## config.mk

```make
export PLATFORM = sky130hd
export DESIGN_NAME = slon_rx
export DESIGN_NICKNAME = d
export VERILOG_FILES = /design/src/rtl/slon_pkg.sv /design/src/rtl/slon_sync.sv /design/src/rtl/slon_rx.sv
export SDC_FILE = /design/constraint.sdc
export NUM_CORES = 1
export LEC_CHECK = 0
export ABC_AREA = 1
export CORE_MARGIN = 1
export CORE_UTILIZATION = 45
export DETAILED_ROUTE_END_ITERATION = 8
export PLACE_DENSITY_LB_ADDON = 0.05
export SLEW_MARGIN = 20
export SYNTH_ARGS = -nofsm -noshare
export SYNTH_HDL_FRONTEND = slang
export SYNTH_SLANG_ARGS = --single-unit
```

## constraint.sdc

```tcl
create_clock -name clk -period 1.4 [get_ports clk]
set_input_delay 0.21 -clock clk [delete_from_list [all_inputs] [get_ports clk]]
set_output_delay 0.21 -clock clk [all_outputs]
set_load 0.03 [all_outputs]
```

## src/rtl/slon_pkg.sv

```systemverilog
// -----------------------------------------------------------------------------
// slon_pkg
// Definitions shared by the slon link blocks.
//   SLON_DOUT_WIDTH : default link data width, common to transmitter and receiver
//   RxState_t       : receiver word-alignment state (HUNT, ACQ, LOCKED)
//   Data_t          : one link data word at the default width
// -----------------------------------------------------------------------------
package slon_pkg;

   localparam int SLON_DOUT_WIDTH = 8;

   typedef enum logic [1:0] {
      HUNT   = 2'd0,
      ACQ    = 2'd1,
      LOCKED = 2'd2
   } RxState_t;

   typedef logic [SLON_DOUT_WIDTH-1:0] Data_t;

endpackage

```

## src/rtl/slon_sync.sv

```systemverilog
// -----------------------------------------------------------------------------
// slon_sync
// STAGES-deep flop chain that brings a WIDTH-bit asynchronous bus into clk.
// All bits travel through the same number of flops, so a link clock and its
// data that share one instance keep their relative timing.
//   clk : destination clock
//   rst : synchronous active-high reset, clears the chain
//   d   : asynchronous input bus
//   q   : synchronized bus, STAGES clk cycles behind d
// -----------------------------------------------------------------------------
module slon_sync
   import slon_pkg::*;
#(
   parameter int WIDTH  = 1,
   parameter int STAGES = 2
) (
   input  logic             clk,
   input  logic             rst,
   input  logic [WIDTH-1:0] d,
   output logic [WIDTH-1:0] q
);

   (* ASYNC_REG = "TRUE" *) logic [WIDTH-1:0] chain_r [STAGES];

   // Shift the asynchronous bus down the synchronizer chain.
   always_ff @(posedge clk) begin
      if (rst) begin
         for (int i = 0; i < STAGES; i++) begin
            chain_r[i] <= '0;
         end
      end else begin
         chain_r[0] <= d;
         for (int i = 1; i < STAGES; i++) begin
            chain_r[i] <= chain_r[i-1];
         end
      end
   end

   assign q = chain_r[STAGES-1];

endmodule

```

## src/rtl/slon_rx.sv

```systemverilog
// -----------------------------------------------------------------------------
// slon_rx
// Receive end of the slon source-synchronous link. Oversamples the link clock
// and data in clk, captures one word per in_clk falling edge, checks that the
// word stream increments (mod 2^DOUT_WIDTH), and watches for loss of in_clk.
//   clk        : system clock, at least 4x the in_clk frequency
//   rst        : synchronous active-high reset
//   in_clk     : link clock, asynchronous to clk
//   din        : link data, changes on in_clk rising edge
//   err_clr    : one-cycle pulse clearing err_cnt
//   dout       : last captured word
//   dout_valid : one-cycle strobe when dout updates
//   locked     : receiver is aligned to the incrementing stream
//   clk_lost   : no in_clk falling edge for TIMEOUT cycles
//   err_cnt    : saturating count of mismatches seen while locked
// -----------------------------------------------------------------------------
module slon_rx
   import slon_pkg::*;
#(
   parameter int DOUT_WIDTH    = SLON_DOUT_WIDTH,
   parameter int SYNC_STAGES   = 2,
   parameter int LOCK_COUNT    = 4,
   parameter int UNLOCK_COUNT  = 3,
   parameter int TIMEOUT       = 64,
   parameter int ERR_CNT_WIDTH = 16
) (
   input  logic                     clk,
   input  logic                     rst,
   input  logic                     in_clk,
   input  logic [DOUT_WIDTH-1:0]    din,
   input  logic                     err_clr,
   output logic [DOUT_WIDTH-1:0]    dout,
   output logic                     dout_valid,
   output logic                     locked,
   output logic                     clk_lost,
   output logic [ERR_CNT_WIDTH-1:0] err_cnt
);

   localparam int MW = $clog2(LOCK_COUNT + 1);
   localparam int BW = $clog2(UNLOCK_COUNT + 1);
   localparam int TW = (TIMEOUT > 1) ? $clog2(TIMEOUT) : 1;

   localparam logic [MW-1:0]            MATCH_ONE   = MW'(1);
   localparam logic [MW-1:0]            LOCK_LAST   = MW'(LOCK_COUNT);
   localparam logic [BW-1:0]            BAD_ONE     = BW'(1);
   localparam logic [BW-1:0]            UNLOCK_LAST = BW'(UNLOCK_COUNT);
   localparam logic [TW-1:0]            TO_LAST     = TW'(TIMEOUT - 1);
   localparam logic [TW-1:0]            TO_ONE      = TW'(1);
   localparam logic [ERR_CNT_WIDTH-1:0] ERR_MAX     = '1;
   localparam logic [ERR_CNT_WIDTH-1:0] ERR_ONE     = ERR_CNT_WIDTH'(1);
   localparam logic [DOUT_WIDTH-1:0]    WORD_ONE    = DOUT_WIDTH'(1);

   logic [DOUT_WIDTH:0]     sync_q_s;
   logic                    in_clk_sync_s;
   logic [DOUT_WIDTH-1:0]   data_sync_s;
   logic                    in_clk_hist_r;
   logic                    fall_s;
   logic                    cap_r;
   logic [DOUT_WIDTH-1:0]   word_r;
   logic [TW-1:0]           to_cnt_r;
   logic                    timeout_hit_s;
   RxState_t                state_r;
   logic [DOUT_WIDTH-1:0]   expected_r;
   logic [MW-1:0]           match_cnt_r;
   logic [BW-1:0]           bad_cnt_r;
   logic                    word_match_s;
   logic [ERR_CNT_WIDTH-1:0] err_base_s;
   logic [ERR_CNT_WIDTH-1:0] err_inc_s;

   // Clock and data share one chain so a captured word is exactly the din
   // sample taken alongside the first low in_clk sample.
   slon_sync #(
      .WIDTH  (DOUT_WIDTH + 1),
      .STAGES (SYNC_STAGES)
   ) u_sync (
      .clk (clk),
      .rst (rst),
      .d   ({in_clk, din}),
      .q   (sync_q_s)
   );

   assign in_clk_sync_s = sync_q_s[DOUT_WIDTH];
   assign data_sync_s   = sync_q_s[DOUT_WIDTH-1:0];
   assign fall_s        = in_clk_hist_r & ~in_clk_sync_s;
   // A detected edge restarts the watchdog, so it cannot fire on that cycle.
   assign timeout_hit_s = (to_cnt_r == TO_LAST) & ~fall_s;
   assign word_match_s  = (word_r == expected_r);

   // Error counter next value: a clear this cycle is applied before counting.
   always_comb begin
      err_base_s = err_cnt;
      err_inc_s  = err_cnt;
      if (err_clr) begin
         err_base_s = '0;
      end else begin
         err_base_s = err_cnt;
      end
      if (err_base_s == ERR_MAX) begin
         err_inc_s = err_base_s;
      end else begin
         err_inc_s = err_base_s + ERR_ONE;
      end
   end

   // Edge detect, word capture stage and link-clock watchdog counter.
   always_ff @(posedge clk) begin
      if (rst) begin
         in_clk_hist_r <= 1'b0;
         cap_r         <= 1'b0;
         word_r        <= '0;
         to_cnt_r      <= '0;
      end else begin
         in_clk_hist_r <= in_clk_sync_s;
         cap_r         <= fall_s;
         if (fall_s) begin
            word_r   <= data_sync_s;
            to_cnt_r <= '0;
         end else if (to_cnt_r != TO_LAST) begin
            to_cnt_r <= to_cnt_r + TO_ONE;
         end else begin
            to_cnt_r <= to_cnt_r;
         end
      end
   end

   // Alignment FSM with registered outputs; advances only on a captured word,
   // except for the watchdog which forces it back to HUNT.
   always_ff @(posedge clk) begin
      if (rst) begin
         state_r     <= HUNT;
         expected_r  <= '0;
         match_cnt_r <= '0;
         bad_cnt_r   <= '0;
         err_cnt     <= '0;
         dout        <= '0;
         dout_valid  <= 1'b0;
         locked      <= 1'b0;
         clk_lost    <= 1'b1;
      end else begin
         dout_valid <= cap_r;
         locked     <= (state_r == LOCKED);
         err_cnt    <= err_base_s;
         if (cap_r) begin
            dout       <= word_r;
            clk_lost   <= 1'b0;
            expected_r <= word_r + WORD_ONE;
            case (state_r)
               HUNT: begin
                  match_cnt_r <= MATCH_ONE;
                  if (LOCK_COUNT == 1) begin
                     state_r   <= LOCKED;
                     bad_cnt_r <= '0;
                  end else begin
                     state_r <= ACQ;
                  end
               end
               ACQ: begin
                  if (word_match_s) begin
                     match_cnt_r <= match_cnt_r + MATCH_ONE;
                     if (match_cnt_r + MATCH_ONE == LOCK_LAST) begin
                        state_r   <= LOCKED;
                        bad_cnt_r <= '0;
                     end else begin
                        state_r <= ACQ;
                     end
                  end else begin
                     // The mismatching word itself starts a new run.
                     match_cnt_r <= MATCH_ONE;
                  end
               end
               LOCKED: begin
                  if (word_match_s) begin
                     bad_cnt_r <= '0;
                  end else begin
                     err_cnt <= err_inc_s;
                     if (bad_cnt_r + BAD_ONE == UNLOCK_LAST) begin
                        state_r     <= ACQ;
                        match_cnt_r <= MATCH_ONE;
                        bad_cnt_r   <= '0;
                     end else begin
                        bad_cnt_r <= bad_cnt_r + BAD_ONE;
                     end
                  end
               end
               default: begin
                  state_r     <= HUNT;
                  match_cnt_r <= '0;
                  bad_cnt_r   <= '0;
               end
            endcase
         end else if (timeout_hit_s) begin
            clk_lost <= 1'b1;
            state_r  <= HUNT;
            locked   <= 1'b0;
         end else begin
            clk_lost <= clk_lost;
         end
      end
   end

endmodule

```

== After elaboration in Yosys (flattened, before gate mapping) ==
Memory sizes are Yosys's and may differ from the RTL's.
Cells that the tools add are included.

* Flip-flop bits (word level): 58
* Output and inout bits: 27
* Memories: 1
* RAM bits: 18
* Bits of input ports: 12

* Equal/unequal tests: 15
* Reductions and logical operators: 6
* Multiplexer cells: 30
* Bitwise logic cells: 7
* Add/subtract/negate cells: 5

{| class="wikitable"
|+ Memories
! name !! depth !! width !! read ports !! clocked after Yosys merged registers in !! write ports !! line !! RTL
|-
| u_sync.chain_r || 2 || 9 || 2 || 0 || 2 || slon_sync.sv:23 || <nowiki>(* ASYNC_REG = "TRUE" *) logic [WIDTH-1:0] chain_r [STAGES];</nowiki>
|}

{| class="wikitable"
|+ Operator list
! kind !! number
|-
| 16-bit 2-to-1 mux || 5
|-
| 2-bit 2-to-1 mux || 10
|-
| 9-bit 2-to-1 mux || 2
|-
| 16-bit by 1-bit adder with 16-bit output (second input constant) || 1
|-
| 16-bit == test (second input constant) || 1
|-
| 2-bit one-hot mux with 3 select lines || 2
|-
| 3-bit 2-to-1 mux || 3
|-
| 3-bit one-hot mux with 3 select lines || 1
|-
| 8-bit by 1-bit adder with 8-bit output (second input constant) || 1
|-
| 8-bit == test || 1
|-
| 4-bit AND reduction || 2
|-
| 1-bit 2-to-1 mux || 7
|-
| 6-bit by 1-bit adder with 6-bit output (second input constant) || 1
|-
| 6-bit == test (second input constant) || 1
|-
| 2-bit inequality test (second input constant) || 3
|-
| 3-bit inequality test (second input constant) || 2
|-
| 6-bit inequality test (second input constant) || 1
|-
| 2-bit == test (second input constant) || 2
|-
| 3-bit by 1-bit adder with 3-bit output (second input constant) || 1
|-
| 3-bit == test (second input constant) || 1
|-
| 3-bit by 2-bit inequality test with 1-bit output (second input constant) || 1
|-
| 1-bit inverter || 3
|-
| 3-bit AND reduction || 1
|-
| 2-bit by 1-bit adder with 2-bit output (second input constant) || 1
|-
| 7 further kinds || 9
|}

== Depth between registers and ports, before layout ==
Gate-level depths: netlist of the first run.

* Depth in word-level cells: 6
* Mapped depth: 12

== Cells and area by module ==
From an unflattened synthesis of the first run, not the netlist that was laid out.

* Cells, all modules: 536
* Area, all modules: 3692.3 um^2

{| class="wikitable"
|+ Modules (own cells, without submodules)
! module !! times used !! cells each !! sequential area each (um^2) !! area each (um^2)
|-
| slon_rx || 1 || 471 || 1161.1 || 3103.0
|-
| slon_sync || 1 || 65 || 360.3 || 589.3
|}

== Worst setup path after synthesis of the first run ==
Ideal clock, no wire load.

* Path kind: reg2reg
* From: register err_cnt[4]
* To: register err_cnt[8]
* Arrival: 1442 ps
* Required time: 1286 ps
* Cell stages (with the launch flop): 10
* Slack: -155 ps
* Library setup time: 114 ps
* Cells stage by stage: dfxtp_1 -> inv_1 -> nor2_1 -> nand2_1 -> nor3_2 -> nand3_1 -> nor2_2 -> nand2_2 -> nand2_1 -> nor2_1

* Cells in the longest elaborated chain, start to end: 6
* Elaborated cells between the ends (all ways): 7
* Classes of those cells: add/sub: 1; eq/ne: 1; mux: 5

{| class="wikitable"
|+ RTL lines
! what !! line !! RTL
|-
| start, declared || slon_rx.sv:36 || <nowiki>output logic [ERR_CNT_WIDTH-1:0] err_cnt</nowiki>
|-
| start signal, assigned || slon_rx.sv:142 || <nowiki>err_cnt <= err_base_s;</nowiki>
|-
| start signal, assigned || slon_rx.sv:175 || <nowiki>err_cnt <= err_inc_s;</nowiki>
|-
| 16-bit 2-to-1 mux * || slon_rx.sv:93 || <nowiki>if (err_clr) begin</nowiki>
|-
| 16-bit by 1-bit adder with 16-bit output or 16-bit == test (tied branches) || slon_rx.sv:101, slon_rx.sv:98 ||
|-
| 16-bit 2-to-1 mux * || slon_rx.sv:98 || <nowiki>if (err_base_s == ERR_MAX) begin</nowiki>
|-
| 16-bit 2-to-1 mux * || slon_rx.sv:172 || <nowiki>if (word_match_s) begin</nowiki>
|-
| 16-bit 2-to-1 mux * || slon_rx.sv:147 || <nowiki>case (state_r)</nowiki>
|-
| 16-bit 2-to-1 mux * || slon_rx.sv:143 || <nowiki>if (cap_r) begin</nowiki>
|}

Mark *: on every way between the ends. The rest lies on a longest branch, timed or not.
A chain may end at the register's enable or synchronous reset.

== Worst setup path in the final report of the first run ==
* From: register word_r[1]
* To: register err_cnt[15]

* Cells in the longest elaborated chain, start to end: 4

{| class="wikitable"
|+ RTL lines
! what !! line !! RTL
|-
| start, declared || slon_rx.sv:59 || <nowiki>logic [DOUT_WIDTH-1:0] word_r;</nowiki>
|-
| start signal, assigned || slon_rx.sv:116 || <nowiki>word_r <= data_sync_s;</nowiki>
|-
| 8-bit == test || slon_rx.sv:87 || <nowiki>assign word_match_s = (word_r == expected_r);</nowiki>
|-
| 16-bit 2-to-1 mux || slon_rx.sv:172 ||
|-
| 16-bit 2-to-1 mux || slon_rx.sv:147 ||
|-
| 16-bit 2-to-1 mux || slon_rx.sv:143 ||
|}

No other way between the ends.

==> flow_summary.toml, run 1 <==
[run_status]
status = "finished with violations"
violations = "negative setup slack"

[synth]
synthCells = 470
seq_area_frac_synth_pct = 45.9
ys_ff_latch = 76
syn-cell-area_um2 = 3310
synth.avg_cell_area_um2 = 7.05
synth_cell_types = 33
yosysWarnings = 0
syn-num-nets = 486

[critical_path]
critPathKind = "reg -> reg"
cp_max_fo = 5
worstSetupStartpointType = "flip-flop"
critPathLaunch = "word_r[1]$_SDFFE_PP0P_"
crit-reg2reg-launch = "word_r[1]$_SDFFE_PP0P_"
ff2ff_path_depth = 11
reg2reg_slack_ns = -0.03
required_ns = 1.69
r2r-end = "err_cnt[15]$_SDFF_PP0_"
cp_data_arrival_time_ns = 1.72
endpoint_kind = "flip-flop"

[global_route]
antenna_found_initial = 0
grt_max_degree = 26
grt.total_usage_pct = 21.8
grt_pass1_vias = 2837
grt_first_pass_wirelength_mm = 12.8
grt_overflow = 0

[cells_and_area]
area_growth_pct = 42.0
fill_cells = 598
fin_util_pct = 67.7
final_nets = 583
mostFrequentLayoutCells = "nand2_1, inv_1, nor2_1"
antenna_cells = 0
layout-drive-gt1-share_pct = 32.2
final_area_um2 = 4700
layout_commonest_cell = "nand2_1"

[timing]
tightestPinTransition_ns = 0.661
max_freq_mhz = 700
finalSetupViolations = 9
slew_violations = 0
worst_slack_ns = -0.0296
hold_viol_final = 0
final.period_utilization_pct = 102
rsz0062_at_grt = "yes"
fin_crit_ns = 1.43
fin_skew_ns = 0.0104
relSlewSlack_pct = 55.8

[pwr]
swShare_pct = 25.7
pwr-share-clk_pct = 37.6
irDropWorstVdd_uv = 692
p_leak_uw = 0.00212
p_int_uw = 3050
p_seq_share_pct = 54.1
comb_power_share_pct = 8.3
p_per_area_nw_per_um2 = 872
power_switching_uw = 1060

[min_path]
hp-start = "din[6]"
holdPathStages = 3
worstHoldPathType = "in -> reg"
min_to = "u_sync.chain_r[0][6]$_SDFF_PP0_"

[cts]
clk_latency_ns = 0.35
cts_made_buffers = 9
cts-root-buf = "clkbuf_8"
cts_num_sinks = 76
clkTransAtPathRegs_ns = 0.08
clockBufferDepth = 2
cts-hold-fix-buffers = 0
cts_tree = "built"
htree_levels = 3

[route]
drt_iter0_markers = 123
num_vias = 3159
wl_mm = 7.90
drcViolationCount = 0
drtAntennaViolNets = 0
drtPass1Iterations = 4
wl_per_cell_um = 11.8
vias_per_cell = 4.73

[placement]
place.port_buffers = 38
dp_hpwl_mm = 5.17
placed_area_um2 = 4150
place.gp.congestion = 0.881

[die]
num_rows = 30
ios = 39
die_h_um = 87.8
die_w_um = 87.8
dieArea_um2 = 7710
core_area_um2 = 6940
initial_core_util_pct = 47.7

[run]
drv_cap = 0
[stage by stage]
step                      TNS [ns]  std cells  hold slack, ns  total power (uW)  setup WS [ns]
after global routing         -2.42        668           0.368              4280         -0.144
after global placement      -10.47        639           0.390              2530         -0.506
after detailed placement    -11.25        639           0.393              2540         -0.545
after CTS                   -0.225        663           0.356              4110        -0.0342
after floorplan                  0        470           0.317              2410       0.000113
final                       -0.148        668           0.367              4100        -0.0296
[registers in the layout, indices dropped and copies added, names as in the netlist, 2 cells and up]
signal and cells:
u_sync.chain_r 18, bad_cnt_r 2, expected_r 8, to_cnt_r 6, dout 8, err_cnt 16
state_r 2, word_r 8, match_cnt_r 3
[critical path, stage by stage (launching register included)]
cell     delay [ns]
dfxtp_2        0.35
inv_2          0.04
nand2_1        0.05
nand2_1        0.06
nand2_2        0.08
nor2_2         0.04
nand2_2        0.14
buf_6          0.15
nand2_8        0.07
nor2_4         0.18
nand3_2        0.09
a21oi_2        0.12
[timing repair]
item	4_1_cts	5_1_grt
pin swaps	19	27
resized for setup	67	56
setup endpoints to repair	49	29
setup buffers	7	5
cloned	1	0
[area by class of cell]
cell class | instances | area (um^2) | area share [%]
Clock buffer | 10 | 138 | 2.93
Clock inverter | 6 | 37.5 | 0.798
Inverter | 77 | 292 | 6.20
Multi-Input combinational cell | 304 | 1730 | 36.9
Sequential cell | 76 | 1560 | 33.1
Tap cell | 96 | 120 | 2.55
Timing Repair Buffer | 99 | 825 | 17.5
[per-layer routing]
| layer | wire length, um | up-vias | global-route usage [%] |
|---|---|---|---|
| met2 | 4020 | 52 | 38.4 |
| met3 | 265 | 8 | 4.52 |
| met5 | 0 | - | 0 |
| met1 | 3470 | 1449 | 26.0 |
| met4 | 137 | 0 | 7.90 |
| li1 | - | 1650 | - |
[synthesized netlist by cell type (all sizes together)]
cell type	n	area (um^2)
nand3	30	165
o31ai	1	7.51
o21bai	1	18.8
nor3	7	40.0
o221ai	1	8.76
o21ai	30	150
xor2	6	52.6
nor2	83	322
a21boi	1	7.51
nand2	97	377
dfxtp	76	1520
nand4	1	6.26
and3	1	6.26
a31oi	1	6.26
ha	4	50.1
a211oi	1	7.51
inv	77	289
or2	3	18.8
xnor2	3	26.3
buf	3	23.8
o22ai	1	6.26
a21oi	30	154
clkbuf	11	41.3
nor4	1	6.26
[worst max path at each step]
stage / endpoint / slack [ns] / depth (start not counted)
floorplan: err_cnt[8]$_SDFF_PP0_ / 0.0001 / 9
global placement: err_cnt[13]$_SDFF_PP0_ / -0.51 / 11
detailed placement: err_cnt[8]$_SDFF_PP0_ / -0.54 / 10
CTS: err_cnt[9]$_SDFF_PP0_ / -0.03 / 12
global route: err_cnt[11]$_SDFF_PP0_ / -0.14 / 11
finish: err_cnt[15]$_SDFF_PP0_ / -0.03 / 11
[logic make-up (layout without fill, tap and decap cells)]
group	after synthesis	after routing	share of synthesized area, %
simple gates	223	224	28.4
buf+inv	91	192	10.7
flops	76	76	45.9
compound gates	67	67	11.1
xor+xnor	9	9	2.38
fa+ha+maj	4	4	1.51
[power groups by stage]
stage	clock network (uW)	logic, uW	registers (uW)
5_1_grt	1680	372	2230
3_5_place_dp	0	270	2270
2_1_floorplan	0	135	2280
4_1_cts	1580	320	2220
6_report	1540	340	2220
3_3_place_gp	0	266	2270
Note: power is estimated with default switching activity, not from simulation.
==> run 2, diff against run 1 <==
--- a/config.mk
+++ b/config.mk
@@ -7,7 +7,7 @@
 export LEC_CHECK = 0
 export ABC_AREA = 1
 export CORE_MARGIN = 1
-export CORE_UTILIZATION = 45
+export CORE_UTILIZATION = 41
 export DETAILED_ROUTE_END_ITERATION = 8
 export PLACE_DENSITY_LB_ADDON = 0.05
 export SLEW_MARGIN = 20
==> run 2 against run 1 <==
  * The flow still finishes with violations (negative setup slack)
  * Clock power grew 14%
  * Final area grew 3.0%
  * Cell count rose by 2.1%
  * Critical path depth rose by 1
  * Fmax shrank 6.7%
  * Highest routed layer unchanged
==> flow_summary.toml, run 2 (same netlist as run 1, synthesis figures left out) <==
[critical_path]
crit-reg2reg-launch = "word_r[4]$_SDFFE_PP0P_"
r2r-end = "err_cnt[2]$_SDFF_PP0_"
cp_data_arrival_time_ns = 1.78
critPathKind = "reg -> reg"
required_ns = 1.65
endpoint_kind = "flip-flop"
reg2reg_slack_ns = -0.13
crit_end = "err_cnt[2]$_SDFF_PP0_"
worstSetupStartpointType = "flip-flop"
cp_max_fo = 5
critPathLaunch = "word_r[4]$_SDFFE_PP0P_"
ff2ff_path_depth = 12

[cts]
htree_levels = 3
cts-hold-fix-buffers = 0
cts_num_sinks = 76
clockBufferDepth = 2
clk_latency_ns = 0.35
clkTransAtPathRegs_ns = 0.08
cts_made_buffers = 9
cts_tree = "built"
cts-root-buf = "clkbuf_8"

[route]
drcViolationCount = 0
vias_per_cell = 4.65
drt_iter0_markers = 95
num_vias = 3174
wl_mm = 8.04
wl_per_cell_um = 11.8
drtAntennaViolNets = 0
drtPass1Iterations = 4

[placement]
dp_hpwl_mm = 5.38
place.port_buffers = 38
place.gp.congestion = 0.808
pre_cts_slack_ns = -0.564

[cells_and_area]
final_nets = 591
layout_commonest_cell = "nand2_1"
layout-drive-gt1-share_pct = 34.0
fin_util_pct = 62.4
top_register = "u_sync.chain_r"
area_growth_pct = 46.3
largestRegisters = "u_sync.chain_r (18), err_cnt (16)"
mostFrequentLayoutCells = "nand2_1, inv_1, nor2_1"
antenna_cells = 0
largest_reg_flops = 18

[die]
initial_core_util_pct = 42.6
ios = 39
core_area_um2 = 7770
num_rows = 32
die_h_um = 91.9
die_w_um = 91.9
dieArea_um2 = 8440

[timing]
final.period_utilization_pct = 109
worst_slack_ns = -0.133
hold_viol_final = 0
relSlewSlack_pct = 70.0
fin_skew_ns = 0.00679
fin_crit_ns = 1.53
max_freq_mhz = 652
finalSetupViolations = 19
tightestPinTransition_ns = 0.449
rsz0062_at_grt = "yes"
slew_violations = 0

[global_route]
grt_overflow = 0
antenna_found_initial = 0
grt_pass1_vias = 3057
grt_first_pass_wirelength_mm = 13.5
grt.total_usage_pct = 20.2
grt_max_degree = 25

[pwr]
irDropWorstVdd_uv = 584
p_per_area_nw_per_um2 = 895
p_leak_uw = 0.00216

[run_status]
violations = "negative setup slack"
status = "finished with violations"

[min_path]
worstHoldPathType = "in -> reg"

[run]
drv_cap = 0
## run 2: timing repair
action                     4_1_cts  5_1_grt
pin swaps                       26       27
gates cloned                     1        0
resized for setup               83       51
setup buffers                   10        9
setup endpoints to repair       51       41
## run 2: stage by stage
step	hold WS [ns]	total power (uW)	cells	instance area (um^2)	setup TNS, ns
detailed placement	0.394	2540	649	4180	-11.85
finish	0.364	4330	682	4850	-1.30
global placement	0.389	2530	649	4180	-10.41
global route	0.375	4510	682	4850	-3.74
CTS	0.355	4370	676	4660	-0.795
floorplan	0.317	2410	470	3330	0
## run 2: worst min path at each step
stage,from,end,slack (ns),cells past startpoint
6_report,in_clk,u_sync.chain_r[0][8]$_SDFF_PP0_,0.36,3
5_1_grt,in_clk,u_sync.chain_r[0][8]$_SDFF_PP0_,0.38,3
4_1_cts,in_clk,u_sync.chain_r[0][8]$_SDFF_PP0_,0.35,3
3_5_place_dp,u_sync.chain_r[0][8]$_SDFF_PP0_,u_sync.chain_r[0][17]$_SDFF_PP0_,0.39,2
3_3_place_gp,u_sync.chain_r[0][5]$_SDFF_PP0_,u_sync.chain_r[0][14]$_SDFF_PP0_,0.39,2
2_1_floorplan,din[0],u_sync.chain_r[0][0]$_SDFF_PP0_,0.32,2
## run 2: metal layers
| layer | share of wire [%] | routed length, um | GRT usage, % |
|---|---|---|---|
| met5 | 0 | 0 | 0 |
| met4 | 1.6 | 128 | 7.42 |
| met3 | 2.4 | 190 | 3.73 |
| met2 | 49 | 3960 | 35.4 |
| met1 | 47 | 3760 | 24.6 |
## run 2: where the power goes
part	switching, uW	leakage (uW)	internal (uW)
clock network	867	0.000105	890
registers	19.8	0.000631	2200
logic	190	0.00142	165
## run 2: worst max-delay path: stages (launching register included)
cell and delay, ns:
dfxtp_2 0.35, inv_2 0.04, nand2_1 0.06, nand2_1 0.05, nand3_1 0.06, nor2_1 0.05, nand2_2 0.17, buf_12 0.15
buf_6 0.10, nand3_4 0.07, buf_4 0.14, o21ai_2 0.12, a21oi_1 0.05
## run 2: cell type report
class,count,area (um^2)
fill,717,2920
multi-input combinational,304,1770
sequential,76,1560
timing repair buffer,107,885
inverter,77,294
clock buffer,10,138
tap,102,128
clock inverter,6,71.3
